$ cat src/rtl/get_abs_pos_pkg.sv
// Shared types and default widths for the absolute-position sequencer.
// State encodings are visible on the state port, so they are fixed here.
package get_abs_pos_pkg;

   localparam int DATA_W_DEF = 32;
   localparam int POS_W_DEF  = 64;

   typedef enum logic [2:0] {
      IDLE      = 3'd0,
      SEL1      = 3'd1,
      START1    = 3'd2,
      WAIT1     = 3'd3,
      SEL2      = 3'd4,
      START2    = 3'd5,
      WAIT2     = 3'd6,
      ROUND_END = 3'd7
   } state_e;

endpackage

$ cat src/rtl/abs_pos_axis_select.sv
// Registered 2:1 operand mux feeding the shared HLS core.
// The bus holds its value between loads, so operands stay stable while the core runs.
module abs_pos_axis_select #(
   parameter int DATA_W = 32
) (
   input  logic              clk,
   input  logic              rst,
   input  logic              load,
   input  logic              sel_axis2,
   input  logic [DATA_W-1:0] axis1_hw_counter,
   input  logic [DATA_W-1:0] axis1_set_position_part1,
   input  logic [DATA_W-1:0] axis1_set_position_part2,
   input  logic [DATA_W-1:0] axis1_counts_per_m,
   input  logic [DATA_W-1:0] axis2_hw_counter,
   input  logic [DATA_W-1:0] axis2_set_position_part1,
   input  logic [DATA_W-1:0] axis2_set_position_part2,
   input  logic [DATA_W-1:0] axis2_counts_per_m,
   output logic [DATA_W-1:0] selected_axis_hw_counter,
   output logic [DATA_W-1:0] selected_axis_set_position_part1,
   output logic [DATA_W-1:0] selected_axis_set_position_part2,
   output logic [DATA_W-1:0] selected_axis_counts_per_m
);

   always_ff @(posedge clk or posedge rst) begin
      if (rst) begin
         selected_axis_hw_counter         <= '0;
         selected_axis_set_position_part1 <= '0;
         selected_axis_set_position_part2 <= '0;
         selected_axis_counts_per_m       <= '0;
      end else if (load) begin
         selected_axis_hw_counter         <= sel_axis2 ? axis2_hw_counter         : axis1_hw_counter;
         selected_axis_set_position_part1 <= sel_axis2 ? axis2_set_position_part1 : axis1_set_position_part1;
         selected_axis_set_position_part2 <= sel_axis2 ? axis2_set_position_part2 : axis1_set_position_part2;
         selected_axis_counts_per_m       <= sel_axis2 ? axis2_counts_per_m       : axis1_counts_per_m;
      end
   end

endmodule

$ cat src/rtl/get_abs_pos_state_machine.sv
// Time-shares one ap_ctrl_hs absolute-position core between two axes:
// select operands, start the core, capture its result, then repeat for axis 2.
module get_abs_pos_state_machine
   import get_abs_pos_pkg::*;
#(
   parameter int DATA_W = DATA_W_DEF,
   parameter int POS_W  = POS_W_DEF
) (
   input  logic              clk,
   input  logic              rst,
   input  logic              init_state_machine,
   input  logic              hls_done,
   input  logic              hls_ready,
   input  logic [DATA_W-1:0] axis1_hw_counter,
   input  logic [DATA_W-1:0] axis1_set_position_part1,
   input  logic [DATA_W-1:0] axis1_set_position_part2,
   input  logic [DATA_W-1:0] axis1_counts_per_m,
   input  logic [DATA_W-1:0] axis2_hw_counter,
   input  logic [DATA_W-1:0] axis2_set_position_part1,
   input  logic [DATA_W-1:0] axis2_set_position_part2,
   input  logic [DATA_W-1:0] axis2_counts_per_m,
   input  logic [POS_W-1:0]  selected_axis_hls_calculated_abs_pos,
   output logic              start_hls_calculations,
   output logic [2:0]        state,
   output logic [DATA_W-1:0] selected_axis_hw_counter,
   output logic [DATA_W-1:0] selected_axis_set_position_part1,
   output logic [DATA_W-1:0] selected_axis_set_position_part2,
   output logic [DATA_W-1:0] selected_axis_counts_per_m,
   output logic [POS_W-1:0]  axis1_hls_calculated_abs_pos,
   output logic [POS_W-1:0]  axis2_hls_calculated_abs_pos
);

   state_e state_q, state_d;
   logic   cap1, cap2;

   always_ff @(posedge clk or posedge rst) begin
      if (rst) state_q <= IDLE;
      else     state_q <= state_d;
   end

   // A done seen together with ready in STARTx skips the WAIT state.
   always_comb begin
      state_d = state_q;
      cap1    = 1'b0;
      cap2    = 1'b0;
      case (state_q)
         IDLE:   if (init_state_machine) state_d = SEL1;
         SEL1:   state_d = START1;
         START1: if (hls_ready) begin
                    if (hls_done) begin
                       cap1    = 1'b1;
                       state_d = SEL2;
                    end else begin
                       state_d = WAIT1;
                    end
                 end
         WAIT1:  if (hls_done) begin
                    cap1    = 1'b1;
                    state_d = SEL2;
                 end
         SEL2:   state_d = START2;
         START2: if (hls_ready) begin
                    if (hls_done) begin
                       cap2    = 1'b1;
                       state_d = ROUND_END;
                    end else begin
                       state_d = WAIT2;
                    end
                 end
         WAIT2:  if (hls_done) begin
                    cap2    = 1'b1;
                    state_d = ROUND_END;
                 end
         ROUND_END: state_d = init_state_machine ? SEL1 : IDLE;
         default:   state_d = IDLE;
      endcase
   end

   assign state                  = state_q;
   assign start_hls_calculations = (state_q == START1) || (state_q == START2);

   abs_pos_axis_select #(.DATA_W(DATA_W)) u_sel (
      .clk                              (clk),
      .rst                              (rst),
      .load                             ((state_q == SEL1) || (state_q == SEL2)),
      .sel_axis2                        (state_q == SEL2),
      .axis1_hw_counter                 (axis1_hw_counter),
      .axis1_set_position_part1         (axis1_set_position_part1),
      .axis1_set_position_part2         (axis1_set_position_part2),
      .axis1_counts_per_m               (axis1_counts_per_m),
      .axis2_hw_counter                 (axis2_hw_counter),
      .axis2_set_position_part1         (axis2_set_position_part1),
      .axis2_set_position_part2         (axis2_set_position_part2),
      .axis2_counts_per_m               (axis2_counts_per_m),
      .selected_axis_hw_counter         (selected_axis_hw_counter),
      .selected_axis_set_position_part1 (selected_axis_set_position_part1),
      .selected_axis_set_position_part2 (selected_axis_set_position_part2),
      .selected_axis_counts_per_m       (selected_axis_counts_per_m)
   );

   always_ff @(posedge clk or posedge rst) begin
      if (rst) begin
         axis1_hls_calculated_abs_pos <= '0;
         axis2_hls_calculated_abs_pos <= '0;
      end else begin
         if (cap1) axis1_hls_calculated_abs_pos <= selected_axis_hls_calculated_abs_pos;
         if (cap2) axis2_hls_calculated_abs_pos <= selected_axis_hls_calculated_abs_pos;
      end
   end

endmodule

$ cat config.mk
export PLATFORM = sky130hd
export DESIGN_NAME = get_abs_pos_state_machine
export DESIGN_NICKNAME = d
export VERILOG_FILES = /design/src/rtl/get_abs_pos_pkg.sv /design/src/rtl/abs_pos_axis_select.sv /design/src/rtl/get_abs_pos_state_machine.sv
export SDC_FILE = /design/constraint.sdc
export NUM_CORES = 1
export LEC_CHECK = 0
export BUFFER_PORTS_ARGS = -buffer_cell sky130_fd_sc_hd__buf_2
export CORE_AREA = 4 4 224 226
export DETAILED_ROUTE_END_ITERATION = 16
export DIE_AREA = 0 0 228 230
export PLACE_DENSITY = 0.5
export SETUP_SLACK_MARGIN = 0.05
export SYNTH_ARGS = -nofsm -noshare
export SYNTH_HDL_FRONTEND = slang
export SYNTH_SLANG_ARGS = --single-unit
$ cat constraint.sdc
create_clock -name clk -period 21.7 [get_ports clk]
set_clock_uncertainty 0.05 [all_clocks]
set_input_delay 1.085 -clock clk [delete_from_list [all_inputs] [get_ports clk]]
set_output_delay 1.085 -clock clk [all_outputs]
set_load 0.005 [all_outputs]
==> flow_summary_export.csv <==
group,metric,value,unit
floorplan,die_height,230,µm
worst_setup_path,r2r-end,"axis2_hls_calculated_abs_pos[62]$_DFFE_PP0P_",
worst_setup_path,reg2reg_from,"state[1]$_DFFE_PP0P_",
flow_run,maxCapViolations,0,
power_and_ir_drop,power.static_leakage,7.31,nW
worst_setup_path,path_max_fanout,60,
route,routed_wirelength,36100,µm
clock_network,clkSinkCount,259,
sta,hold_viol_final,0,
place,port_buffers,584,
route,firstDrtPassIters,5,
floorplan,die_w,228,µm
logic_synthesis,ys_seq_area_share,59.7,%
logic_synthesis,netlist_area,10900,µm²
layout,nets,1628,
sta,totalNegativeSetupSlack,0,ns
sta,min_period,3.41,ns
hold_path,whs_path_depth,1,
route,remaining_drc_errors,0,
hold_path,min_to,"u_sel.selected_axis_set_position_part2[4]$_DFFE_PP0P_",
worst_setup_path,cp_slowest_cell,"dfrtp_4",
worst_setup_path,r2r_setup_slack,18.79,ns
sta,setup-violations-final,0,
layout,synthToLayoutAreaGrowth,40.8,%
route,antenna_left,0,
sta,maxSlewHeadroom,36.1,%
logic_synthesis,yosys_warnings,0,
logic_synthesis,yosysUniqueCellTypes,30,
sta,slew_violations,0,
global_routing,grt_pass1_vias,9328,
global_routing,antenna_found_initial,7,
logic_synthesis,synth_most_common_cell,"dfrtp_1",
logic_synthesis,synthFlopType,"dfrtp_1",
logic_synthesis,async_reset_ff_share,100,%
route,vias_per_cell,4.44,
run_status,run_status,"completed",
logic_synthesis,avgSynthCellArea,14.5,µm²
power_and_ir_drop,powerDensity,157,nW/µm²
floorplan,coreArea,48300,µm²
clock_network,cts_hold_buf,0,
floorplan,rows,81,
worst_setup_path,cp-start-kind,"flop",
place,gp_congestion,0.919,
logic_synthesis,yosys-top-cells-count,"dfrtp_1, a22oi_1, o2bb2ai_1",
global_routing,grt-ovfl-total,0,
logic_synthesis,synthCells,750,
clock_network,clkSlewWorstSetupHoldPaths,0.06,ns
worst_setup_path,end_kind,"primary output",
clock_network,h-tree-depth,1,
worst_setup_path,worstPathArrival,2.28,ns
power_and_ir_drop,ir_drop,70.8,µV
layout,stdcell_count,1951,
route,wl_met3,3480,µm
hold_path,holdCritStartpoint,"u_sel.selected_axis_set_position_part2[4]$_DFFE_PP0P_",
layout,drive_gt1_share,58.3,%
route,num_vias,8659,
logic_synthesis,synth_fp_nets,1075,
sta,rsz0062_at_grt,"no",
layout,fillers,4933,
power_and_ir_drop,power,2.40,mW
clock_network,cts_setup_buffers,0,
global_routing,track_usage,12.9,%
sta,worst_slew_pin_slew,0.958,ns
clock_network,clk_path_buf_depth,3,
worst_setup_path,crit_type,"reg2out",
worst_setup_path,reg2reg_depth,4,
clock_network,clk_latency,0.54,ns
worst_setup_path,cp.required,20.57,ns
global_routing,grt_pass1_wl,54900,µm
place,dp_hpwl,26700,µm
layout,fin_util,31.6,%
route,drtIter0Drc,347,
floorplan,ios,585,
worst_setup_path,worstPathCellList,"inv_1, or3_1, o21ai_0, buf_2",
clock_network,cts_buffers,29,
clock_network,clockRootBuffer,"clkbuf_16",
logic_synthesis,synth-edff-count,0,
route,wl_met1,14400,µm
floorplan,start_util,22.5,%
worst_setup_path,cpPeakStageDelay,0.86,ns
clock_network,cts_resized,0,
place,place_inst,1894,
route,top_layer_used,"met5",
sta,period_share,15.7,%
clock_network,tritoncts,"yes",
route,wl_per_cell,18.5,µm
logic_synthesis,synth_top_cell_by_area,"dfrtp_1",
global_routing,grt_start_max_net_pins,124,
logic_synthesis,ys_ff_latch,259,
floorplan,dieArea,52400,µm²
logic_synthesis,synth_top_area_share,59.7,%
logic_synthesis,synthTopCellsByArea,"dfrtp_1, o2bb2ai_1, a22oi_1",
sta,fmax,293,MHz
route,wl_met2,17300,µm
hold_path,hold_path.class,"reg2reg",
==> cell type report <==
class | count | area, µm² | area share (%)
Sequential cell | 259 | 6480 | 42.4
Multi-Input combinational cell | 415 | 3970 | 26.0
Timing Repair Buffer | 594 | 3000 | 19.6
Clock buffer | 44 | 842 | 5.51
Tap cell | 622 | 778 | 5.09
Clock inverter | 10 | 179 | 1.17
Inverter | 4 | 22.5 | 0.147
Antenna cell | 3 | 7.51 | 0.0491
==> flip-flops by register name (all words and copies together) (netlist names) <==
name and count:
state 3, u_sel.selected_axis_set_position_part1 32, axis1_hls_calculated_abs_pos 64, axis2_hls_calculated_abs_pos 64, u_sel.selected_axis_set_position_part2 32, u_sel.selected_axis_hw_counter 32
u_sel.selected_axis_counts_per_m 32
==> cells in the final DEF, fill, tap and decap left out, types with 6 or more instances in the layout <==
cell / n
a22oi_1: 128
buf_2: 584
buf_4: 10
clkbuf_1: 9
clkbuf_16: 29
clkbuf_8: 6
dfrtp_1: 258
mux2_2: 67
mux2_4: 60
o2bb2ai_1: 128
==> critical path: cells and delay by family (launching register included) <==
family / cells / cell delay (ns)
DFF: 1 / 0.86
AOI/OAI and AO/OA: 1 / 0.07
buffers and inverters: 2 / 0.38
and+or+nand+nor: 1 / 0.42
==> worst max-delay path by stage <==
| stage | from | end | slack, ns | depth (start not counted) |
|---|---|---|---|---|
| finish | state[1]$_DFFE_PP0P_ | start_hls_calculations | 18.29 | 4 |
| global placement | rst | u_sel.selected_axis_set_position_part2[31]$_DFFE_PP0P_ | 17.96 | 4 |
| floorplan | rst | axis1_hls_calculated_abs_pos[0]$_DFFE_PP0P_ | 13.44 | 1 |
| global route | state[1]$_DFFE_PP0P_ | start_hls_calculations | 18.12 | 4 |
| detailed placement | rst | u_sel.selected_axis_set_position_part1[16]$_DFFE_PP0P_ | 17.93 | 4 |
| CTS | state[1]$_DFFE_PP0P_ | start_hls_calculations | 18.18 | 4 |
==> metrics by stage <==
stage	area, µm²	hold slack (ns)	setup WS (ns)
floorplan	10900	0.429	13.44
global placement	14300	0.416	17.96
detailed placement	14300	0.418	17.93
CTS	15300	0.435	18.18
global route	15300	0.442	18.12
finish	15300	0.428	18.29
==> power by group <==
part	leakage, nW	switching, mW	total (mW)	internal, mW
Combinational	3.67	0.492	0.999	0.506
Sequential	3.13	0.150	0.883	0.733
Clock	0.502	0.197	0.522	0.326
==> per-layer routing <==
metal  GRT usage (%)  vias to the layer above
li1                -                     4021
met1            15.3                     4191
met2            21.9                      383
met3            5.23                       58
met4            3.29                        6
met5               0                        -
==> logic make-up after synthesis <==
family | Yosys count | share of synthesized area [%]
buffers and inverters | 76 | 4.03
DFF | 259 | 59.7
AOI/OAI and AO/OA | 273 | 20.2
and+or+nand+nor | 15 | 0.807
muxes | 127 | 15.3
(Power assumes the default switching activity.)
